**src/rtl/csr_commit_ctrl_pkg.sv**
```systemverilog
// Shared definitions for the CSR commit controller: CSR numbers,
// exception codes, CSR operation encodings and controller FSM states.
package csr_commit_ctrl_pkg;

  localparam logic [13:0] CSR_CRMD   = 14'h000;
  localparam logic [13:0] CSR_PRMD   = 14'h001;
  localparam logic [13:0] CSR_ECFG   = 14'h004;
  localparam logic [13:0] CSR_ESTAT  = 14'h005;
  localparam logic [13:0] CSR_ERA    = 14'h006;
  localparam logic [13:0] CSR_BADV   = 14'h007;
  localparam logic [13:0] CSR_EENTRY = 14'h00c;
  localparam logic [13:0] CSR_SAVE0  = 14'h030;
  localparam logic [13:0] CSR_TID    = 14'h040;
  localparam logic [13:0] CSR_TCFG   = 14'h041;
  localparam logic [13:0] CSR_TVAL   = 14'h042;
  localparam logic [13:0] CSR_TICLR  = 14'h044;

  localparam logic [5:0] ECODE_INT = 6'h00;
  localparam logic [5:0] ECODE_ADE = 6'h08;
  localparam logic [5:0] ECODE_ALE = 6'h09;
  localparam logic [5:0] ECODE_SYS = 6'h0b;
  localparam logic [5:0] ECODE_BRK = 6'h0c;
  localparam logic [5:0] ECODE_INE = 6'h0d;

  localparam logic [8:0] ESUBCODE_ADEF = 9'h000;
  localparam logic [8:0] ESUBCODE_ADEM = 9'h001;

  localparam logic [1:0] CSR_OP_NONE = 2'd0;
  localparam logic [1:0] CSR_OP_RD   = 2'd1;
  localparam logic [1:0] CSR_OP_WR   = 2'd2;
  localparam logic [1:0] CSR_OP_XCHG = 2'd3;

  typedef enum logic [1:0] {
    CTRL_IDLE     = 2'd0,
    CTRL_REDIRECT = 2'd1,
    CTRL_DRAIN    = 2'd2
  } ctrl_state_e;

  // Writes to these CSRs can change interrupt enables, so the
  // following instructions must be refetched.
  function automatic logic is_ctrl_csr(input logic [13:0] num);
    return (num == CSR_CRMD) || (num == CSR_ECFG) || (num == CSR_ESTAT) ||
           (num == CSR_TCFG) || (num == CSR_TICLR);
  endfunction

endpackage

```
**src/rtl/csr_commit_ctrl_exc_prio_enc.sv**
```systemverilog
// Exception priority encoder: interrupt first, then the instruction
// exception flags {adem, ale, brk, sys, ine, adef} in fetch-to-memory order.
module exc_prio_enc
  import csr_commit_ctrl_pkg::*;
(
  input  logic [5:0] wb_exc,
  input  logic       has_int,
  output logic       exc,
  output logic [5:0] ecode,
  output logic [8:0] esubcode
);

  // Highest-priority pending cause selects the code.
  always_comb begin
    exc      = 1'b1;
    ecode    = ECODE_INT;
    esubcode = ESUBCODE_ADEF;
    if (has_int) begin
      ecode = ECODE_INT;
    end else if (wb_exc[0]) begin
      ecode    = ECODE_ADE;
      esubcode = ESUBCODE_ADEF;
    end else if (wb_exc[1]) begin
      ecode = ECODE_INE;
    end else if (wb_exc[2]) begin
      ecode = ECODE_SYS;
    end else if (wb_exc[3]) begin
      ecode = ECODE_BRK;
    end else if (wb_exc[4]) begin
      ecode = ECODE_ALE;
    end else if (wb_exc[5]) begin
      ecode    = ECODE_ADE;
      esubcode = ESUBCODE_ADEM;
    end else begin
      exc = 1'b0;
    end
  end

endmodule

```
**src/rtl/csr_commit_ctrl.sv**
```systemverilog
// Writeback commit sequencer for the CSR file. Drives CSR write,
// exception and ertn ports, and redirects/flushes/drains the pipeline
// after exceptions, ertn and control-CSR writes.
// Optional: CSR_COMMIT_CTRL_EXC_CNT_EN adds exception/ertn commit counters.
module csr_commit_ctrl
  import csr_commit_ctrl_pkg::*;
#(
  parameter int DRAIN_CYCLES = 2
) (
  input  logic        clk,
  input  logic        reset,
  input  logic        wb_valid,
  output logic        wb_ready,
  input  logic [31:0] wb_pc,
  input  logic [31:0] wb_badv,
  input  logic [5:0]  wb_exc,
  input  logic        wb_ertn,
  input  logic [1:0]  wb_csr_op,
  input  logic [13:0] wb_csr_num,
  input  logic [31:0] wb_csr_wdata,
  input  logic [31:0] wb_csr_mask,
  output logic [31:0] csr_result,
  output logic [13:0] csr_num,
  output logic        csr_we,
  output logic [13:0] csr_wnum,
  output logic [31:0] csr_wmask,
  output logic [31:0] csr_wdata,
  output logic        wb_ex,
  output logic [5:0]  wb_ecode,
  output logic [8:0]  wb_esubcode,
  output logic [31:0] wb_ex_pc,
  output logic [31:0] wb_ex_badv,
  output logic        ertn_flush,
  input  logic [31:0] csr_rdata,
  input  logic        has_int,
  input  logic [31:0] ex_entry,
  input  logic [31:0] ex_ra,
  output logic        flush,
  output logic        redirect_valid,
  output logic [31:0] redirect_pc,
  input  logic        redirect_ready
`ifdef CSR_COMMIT_CTRL_EXC_CNT_EN
  ,
  output logic [31:0] exc_count,
  output logic [31:0] ertn_count
`endif
);

  localparam logic [3:0] DRAIN_LOAD = 4'(DRAIN_CYCLES - 1);

  ctrl_state_e state_q, state_d;
  logic [3:0]  cnt_q, cnt_d;
  logic [31:0] rpc_q, rpc_d;
  logic        exc;
  logic        is_write;

  exc_prio_enc u_exc_prio_enc (
    .wb_exc   (wb_exc),
    .has_int  (has_int),
    .exc      (exc),
    .ecode    (wb_ecode),
    .esubcode (wb_esubcode)
  );

  assign is_write    = (wb_csr_op == CSR_OP_WR) || (wb_csr_op == CSR_OP_XCHG);
  assign csr_num     = wb_csr_num;
  assign csr_result  = csr_rdata;
  assign csr_wnum    = wb_csr_num;
  assign csr_wdata   = wb_csr_wdata;
  assign csr_wmask   = (wb_csr_op == CSR_OP_XCHG) ? wb_csr_mask : 32'hffff_ffff;
  assign wb_ex_pc    = wb_pc;
  assign wb_ex_badv  = wb_badv;
  assign redirect_pc = rpc_q;

  // Controller state, drain counter and redirect target registers.
  always_ff @(posedge clk or posedge reset) begin
    if (reset) begin
      state_q <= CTRL_IDLE;
      cnt_q   <= 4'd0;
      rpc_q   <= 32'd0;
    end else begin
      state_q <= state_d;
      cnt_q   <= cnt_d;
      rpc_q   <= rpc_d;
    end
  end

  // Next-state logic and commit-cycle strobes; exception beats ertn beats CSR write.
  always_comb begin
    state_d        = state_q;
    cnt_d          = cnt_q;
    rpc_d          = rpc_q;
    wb_ready       = 1'b0;
    wb_ex          = 1'b0;
    csr_we         = 1'b0;
    ertn_flush     = 1'b0;
    redirect_valid = 1'b0;
    flush          = 1'b0;
    case (state_q)
      CTRL_IDLE: begin
        wb_ready = 1'b1;
        if (wb_valid) begin
          if (exc) begin
            wb_ex   = 1'b1;
            rpc_d   = ex_entry;
            state_d = CTRL_REDIRECT;
          end else if (wb_ertn) begin
            ertn_flush = 1'b1;
            rpc_d      = ex_ra;
            state_d    = CTRL_REDIRECT;
          end else if (is_write) begin
            csr_we = 1'b1;
            if (is_ctrl_csr(wb_csr_num)) begin
              rpc_d   = wb_pc + 32'd4;
              state_d = CTRL_REDIRECT;
            end
          end
        end
      end
      CTRL_REDIRECT: begin
        redirect_valid = 1'b1;
        flush          = 1'b1;
        if (redirect_ready) begin
          cnt_d   = DRAIN_LOAD;
          state_d = CTRL_DRAIN;
        end
      end
      CTRL_DRAIN: begin
        flush = 1'b1;
        if (cnt_q == 4'd0) begin
          state_d = CTRL_IDLE;
        end else begin
          cnt_d = cnt_q - 4'd1;
        end
      end
      default: begin
        state_d = CTRL_IDLE;
      end
    endcase
  end

`ifdef CSR_COMMIT_CTRL_EXC_CNT_EN
  // Wrapping counters of exception and ertn commits.
  always_ff @(posedge clk or posedge reset) begin
    if (reset) begin
      exc_count  <= 32'd0;
      ertn_count <= 32'd0;
    end else begin
      if (wb_ex)      exc_count  <= exc_count + 32'd1;
      if (ertn_flush) ertn_count <= ertn_count + 32'd1;
    end
  end
`endif

endmodule

```
**config.mk**
```make
export PLATFORM = sky130hd
export DESIGN_NAME = csr_commit_ctrl
export DESIGN_NICKNAME = d
export VERILOG_FILES = /design/src/rtl/csr_commit_ctrl_pkg.sv /design/src/rtl/csr_commit_ctrl_exc_prio_enc.sv /design/src/rtl/csr_commit_ctrl.sv
export SDC_FILE = /design/constraint.sdc
export NUM_CORES = 1
export LEC_CHECK = 0
export BUFFER_PORTS_ARGS = -buffer_cell sky130_fd_sc_hd__clkbuf_2
export CAP_MARGIN = 25
export CORE_AREA = 5 5 188 190
export CTS_CLUSTER_SIZE = 14
export DETAILED_ROUTE_END_ITERATION = 7
export DIE_AREA = 0 0 193 195
export PLACE_DENSITY_LB_ADDON = 0.05
export SLEW_MARGIN = 20
export SYNTH_ARGS = -nofsm -noshare
export SYNTH_HDL_FRONTEND = slang
export SYNTH_SLANG_ARGS = --single-unit
```
**constraint.sdc**
```tcl
create_clock -name clk -period 2.1 [get_ports clk]
set_input_delay 0.21 -clock clk [delete_from_list [all_inputs] [get_ports clk]]
set_output_delay 0.21 -clock clk [all_outputs]
set_load 0.03 [all_outputs]
```
==> results.json, run 1 <==
{
  "cts_max_level": 2,
  "pwr-share-clk_pct": 16.3,
  "switching_share_pct": 50.0,
  "clockBufferDepth": 2,
  "clk_pin_slew_ns": 0.07,
  "drt-initial-drc-count": 152,
  "synth.ff_latch_count": 38,
  "fin_ws_ns": 0.0733,
  "antenna_found_initial": 10,
  "setup_viol": 0,
  "final_core_util_pct": 17.9,
  "nNetsFinal": 1021,
  "combPwrFrac_pct": 57.4,
  "fp.dieArea_sq_mm": 0.0376,
  "async_flop_share_pct": 100,
  "clkLatencyLatePin_ns": 0.30,
  "min_period_ns": 2.03,
  "syn_inst": 583,
  "die_w_um": 193,
  "grt_pass1_wl_um": 33100,
  "fin_skew_ns": 0.00681,
  "drcViolationCount": 0,
  "cp-start-kind": "input pin",
  "final_hold_viol_count": 0,
  "arrival_ns": 1.82,
  "syn_avg_cell_area_sq_um": 7.66,
  "internal-power_mw": 2.50,
  "synth_edf_count": 0,
  "regToRegSetupSlack_ns": 0.42,
  "routabilityCongestion": 0.745,
  "ys_seq_area_share_pct": 21.3,
  "dp_hpwl_um": 19900,
  "synth_area_leader_cell": "buf_4",
  "r2r_cells": 5,
  "synth_warnings": 0,
  "ys_top_cells_by_area": "buf_4 28%, dfrtp_1 21%, or2_2 4.6%, a21oi_1 4.3%, o21ai_0 3.5%",
  "synth-main-ff-cell": "dfrtp_1",
  "ios": 493,
  "min_path_cells": 3,
  "fin_cells": 1215,
  "whs_ns": 0.150,
  "powerDensity_mw_per_mm2": 841,
  "synth_commonest_cells": "167 x buf_4, 38 x a21oi_1, 38 x dfrtp_1, 36 x nand2_1, 33 x or2_2",
  "crit-reg2reg-capture": "redirect_pc[8]",
  "gr-total-overflow": 0,
  "holdPathEnd": "redirect_pc[6]",
  "crit_type": "input pin to output port",
  "dp.cells": 1202,
  "initial_core_util_pct": 13.4,
  "power.switching_mw": 2.50,
  "area_growth_pct": 33.2,
  "grt_usage_pct": 11.8,
  "finalCritPeriodShare_pct": 96.5,
  "firstDrtPassIters": 4,
  "slew_headroom_pct": 66.5,
  "end_kind": "output port",
  "worst_slew_pin_slew_ns": 0.501,
  "tns_ns": 0,
  "synth_top_area_share_pct": 28.1,
  "fin_area_sq_mm": 0.00595,
  "cts_root_buf": "clkbuf_16",
  "synth_cell_types": 53,
  "maxCapViolCount": 0,
  "synth_area_sq_mm": 0.00446,
  "clock-sinks": 38,
  "layout-drive-gt1-share_pct": 55.4,
  "core-area_sq_mm": 0.0333,
  "die_h_um": 195,
  "wl_per_cell_um": 19.2,
  "placed_area_sq_mm": 0.00573,
  "total_power_mw": 5.00,
  "synth.most_common_cell": "buf_4",
  "grt_pass1_vias": 5108,
  "ant_nets": 0,
  "numCtsBuffers": 5,
  "cp_max_fo": 18,
  "status": "finished clean",
  "fmax_mhz": 493,
  "viasPerCell": 3.92,
  "io_buffer_count": 290,
  "final-max-slew-violation-count": 0,
  "rows": 67,
  "cts_tree": "yes",
  "seqPwrFrac_pct": 26.3,
  "hold_path.class": "input pin to register",
  "grt_max_degree": 33,
  "regToRegStartpoint": "state_q[0]",
  "vias": 4768,
  "fill_cells": 3849,
  "leakage_nw": 2.86,
  "peakVddDrop_mv": 0.384,
  "min_from": "ex_entry[6]",
  "worstPathRequired_ns": 1.89,
  "place_ws_ns": -0.191,
  "totalWireLength_um": 23400
}
==> flip-flops by register name (all words and copies together) (netlist names) <==
signal,cells
state_q,2
cnt_q,4
redirect_pc,32
==> cells in the final DEF (no fill, tap or decap), types with 9 or more instances in the layout <==
cell / netlist / layout
inv_1: 19 / 18
clkbuf_2: 1 / 287
a21oi_1: 38 / 38
buf_4: 167 / 67
a31oi_1: 21 / 21
nor3_1: 12 / 12
conb_1: 1 / 10
or2_2: 33 / 33
nand3_1: 18 / 18
and3_1: 15 / 15
o31a_1: 10 / 10
nand2_1: 36 / 36
nor4_1: 18 / 17
xnor2_1: 9 / 9
dfrtp_1: 38 / 38
o21ai_0: 31 / 31
==> metal layers <==
layer | GRT usage (%) | vias up | part of all wire [%]
met1 | 12.2 | 2207 | 36
met2 | 22.0 | 274 | 51
met3 | 4.84 | 51 | 11
met5 | 0 | - | 0.47
met4 | 2.52 | 16 | 1.4
li1 | - | 2220 | -
==> worst max-delay path: stages <==
cell and delay (ns):
clkbuf_2 0.09, or4_4 0.53, or4_4 0.44, buf_12 0.17, and2_1 0.17, clkbuf_4 0.19
==> power by group through the flow <==
stage | Clock [mW] | Combinational, mW | Sequential (mW)
after floorplan | 0 | 1.58 | 1.88
after global placement | 0 | 2.92 | 1.33
after detailed placement | 0 | 2.91 | 1.34
after CTS | 0.869 | 2.93 | 1.33
after global routing | 0.901 | 3.13 | 1.37
final | 0.816 | 2.87 | 1.32
==> how the worst max path moves through the flow <==
stage                      end       start
2_1_floorplan            wb_ex   wb_exc[4]
4_1_cts             ertn_flush   wb_exc[4]
5_1_grt                  wb_ex  state_q[0]
3_5_place_dp   redirect_pc[14]    wb_pc[3]
3_3_place_gp   redirect_pc[14]    wb_pc[3]
6_report                 wb_ex   wb_exc[4]
==> final cells by class <==
cell class | instances | area (sq um) | area share, %
Timing Repair Buffer | 364 | 2090 | 35.1
Clock inverter | 3 | 21.3 | 0.358
Tap cell | 448 | 561 | 9.43
Antenna cell | 2 | 5.00 | 0.0842
Sequential cell | 38 | 951 | 16.0
Inverter | 19 | 71.3 | 1.20
Clock buffer | 5 | 125 | 2.10
Multi-Input combinational cell | 336 | 2120 | 35.7
==> kinds of logic (layout without fill, tap and decap cells) <==
kind of cell,after synthesis,count (layout),share of synthesized area (%)
other cells,1,12,0.0840
fa+ha+maj,5,5,1.40
mux,11,11,2.66
simple gates,164,164,20.8
buf+inv,218,391,32.7
xor+xnor,13,13,2.55
compound gates,133,133,18.6
flops,38,38,21.3
==> what timing repair did <==
action	CTS	global route
hold endpoints to repair	16	0
setup endpoints to repair	3	6
hold buffers	1	0
pin swaps	0	1
resized for setup	6	4
setup buffers	2	0
(Power assumes the default switching activity.)
==> inputs of run 2 (changes only) <==
--- a/config.mk
+++ b/config.mk
@@ -5,12 +5,12 @@
 export SDC_FILE = /design/constraint.sdc
 export NUM_CORES = 1
 export LEC_CHECK = 0
-export BUFFER_PORTS_ARGS = -buffer_cell sky130_fd_sc_hd__clkbuf_2
 export CAP_MARGIN = 25
-export CORE_AREA = 5 5 188 190
+export CORE_AREA = 5 5 186 188
 export CTS_CLUSTER_SIZE = 14
 export DETAILED_ROUTE_END_ITERATION = 7
-export DIE_AREA = 0 0 193 195
+export DIE_AREA = 0 0 191 193
+export DONT_BUFFER_PORTS = 1
 export PLACE_DENSITY_LB_ADDON = 0.05
 export SLEW_MARGIN = 20
 export SYNTH_ARGS = -nofsm -noshare
==> results.json, run 2 (same netlist as run 1, synthesis figures left out) <==
{
  "crit-reg2reg-capture": "redirect_pc[3]",
  "combPwrFrac_pct": 29.4,
  "leakage_nw": 1.58,
  "cts_tree": "yes",
  "seqCellArea_sq_um": 951,
  "ios": 493,
  "viasPerCell": 4.05,
  "cp-start-kind": "input pin",
  "cts_max_level": 2,
  "seqPwrFrac_pct": 45.6,
  "layout_common_cells": "39 x buf_4, 38 x a21oi_1, 38 x dfrtp_1",
  "clk_pin_slew_ns": 0.07,
  "min_path_cells": 2,
  "total_power_mw": 4.45,
  "internal-power_mw": 2.33,
  "regToRegSetupSlack_ns": 0.41,
  "end_kind": "output port",
  "totalWireLength_um": 22300,
  "gr-total-overflow": 0,
  "rows": 67,
  "powerDensity_mw_per_mm2": 1020,
  "pwr-share-clk_pct": 24.9,
  "wl_per_cell_um": 24.8,
  "grt_max_degree": 33,
  "fin_ws_ns": 0.0973,
  "dp.cells": 886,
  "fin_skew_ns": 0.00951,
  "final-max-slew-violation-count": 0,
  "final_common_cell": "buf_4",
  "firstDrtPassIters": 4,
  "fin_cells": 901,
  "rsz0062_at_grt": "no",
  "nNetsFinal": 704,
  "fp.dieArea_sq_mm": 0.0369,
  "cts_root_buf": "clkbuf_16",
  "die_h_um": 193,
  "min_period_ns": 2.00,
  "fmax_mhz": 499,
  "largest_reg_flops": 32,
  "layout-drive-gt1-share_pct": 23.7,
  "numCtsBuffers": 5,
  "ant_nets": 0,
  "grt_pass1_vias": 3920,
  "switching_share_pct": 47.6,
  "drt-initial-drc-count": 87,
  "antenna_found_initial": 8,
  "r2r_cells": 5,
  "multi_input_comb_area_sq_mm": 0.00212,
  "worstPathRequired_ns": 1.89,
  "clkLatencyLatePin_ns": 0.30,
  "core-area_sq_mm": 0.0329,
  "power.switching_mw": 2.12,
  "cp_common_cell": "buf_4",
  "dp_hpwl_um": 18200,
  "min_from": "ex_entry[14]",
  "path_cells": "or4_1, buf_4, nor3_4, buf_12, buf_4, and3_1, buf_6",
  "slowest_delay_ns": 0.54,
  "final_hold_viol_count": 0,
  "grt_pass1_wl_um": 30200,
  "clock-sinks": 38,
  "io_buffer_count": 0,
  "worst_slew_pin_slew_ns": 0.705,
  "clockBufferDepth": 2,
  "cp_max_fo": 7,
  "area_growth_pct": -2.38,
  "regToRegStartpoint": "state_q[0]",
  "holdPathEnd": "redirect_pc[14]",
  "maxCapViolCount": 0,
  "place_ws_ns": -0.111,
  "die_w_um": 191,
  "initial_core_util_pct": 13.6,
  "routabilityCongestion": 0.704,
  "status": "finished clean",
  "crit_slowest_cell": "or4_1",
  "cts_setup_buffers": 0,
  "critPathTopFamily": "simple AND/OR/NAND/NOR gates",
  "finalCritPeriodShare_pct": 95.4,
  "hold_path.class": "input pin to register",
  "fill_cells": 3788,
  "grt_usage_pct": 11.5,
  "setup_viol": 0,
  "crit_type": "input pin to output port",
  "slew_headroom_pct": 52.9,
  "cp_num_buf_inv": 4,
  "vias": 3651,
  "peakVddDrop_mv": 0.298,
  "drcViolationCount": 0,
  "arrival_ns": 1.79
}
run 2: cell types whose count changed in the layout (fill, tap and decap cells not counted), sizes merged:
cell,change
clkinvlp,-1
clkbuf,-288
clkinv,-2
bufinv,+2
diode,+3
buf,-29
bufbuf,+1
run 2: worst max-delay path by stage:
| stage | startpoint | end | cells past startpoint |
|---|---|---|---|
| global route | wb_exc[4] | csr_we | 7 |
| global placement | wb_exc[4] | redirect_pc[14] | 8 |
| detailed placement | wb_exc[4] | redirect_pc[14] | 8 |
| finish | wb_exc[4] | csr_we | 7 |
| CTS | wb_exc[4] | csr_we | 7 |
| floorplan | wb_exc[4] | wb_ex | 6 |
run 2: repair_timing:
action / 4_1_cts / 5_1_grt
gates cloned: 1 / 0
endpoints found under the hold margin: 14 / 0
endpoints found under the setup margin: 1 / 1
resized for setup: 3 / 1
hold buffers: 1 / 0
run 2: cell type report:
cell class                 count  area share, %
multi-input combinational    336           48.6
sequential                    38           21.8
tap                          448           12.9
timing repair buffer          47           10.2
clock buffer                   6           3.19
inverter                      19           1.64
clock inverter                 2           1.38
antenna                        5          0.287
run 2: power by group through the flow:
stage / Combinational (mW) / Clock (mW) / Sequential, mW
detailed placement: 1.34 / 0 / 2.08
global route: 1.47 / 1.17 / 2.10
finish: 1.31 / 1.11 / 2.03
global placement: 1.35 / 0 / 2.09
floorplan: 1.58 / 0 / 1.88
CTS: 1.35 / 1.17 / 2.07
run 2: per-layer routing:
metal | track usage [%] | up-vias | routed length (um)
met3 | 5.51 | 44 | 2620
met2 | 21.5 | 287 | 11600
met1 | 11.2 | 1718 | 7660
met5 | 0 | - | 46
met4 | 3.56 | 6 | 367
li1 | - | 1596 | -
run 2: stage by stage:
step | utilization [%] | hold WS (ns) | instance area [sq um] | TNS (ns)
final | 13.2 | 0.0571 | 4360 | 0
after floorplan | - | 0.359 | 4500 | 0
after CTS | 13.2 | 0.0428 | 4340 | 0
after global placement | 12.4 | 0.142 | 4090 | -0.869
after detailed placement | 12.4 | 0.132 | 4090 | -1.12
after global routing | 13.2 | 0.0545 | 4360 | 0
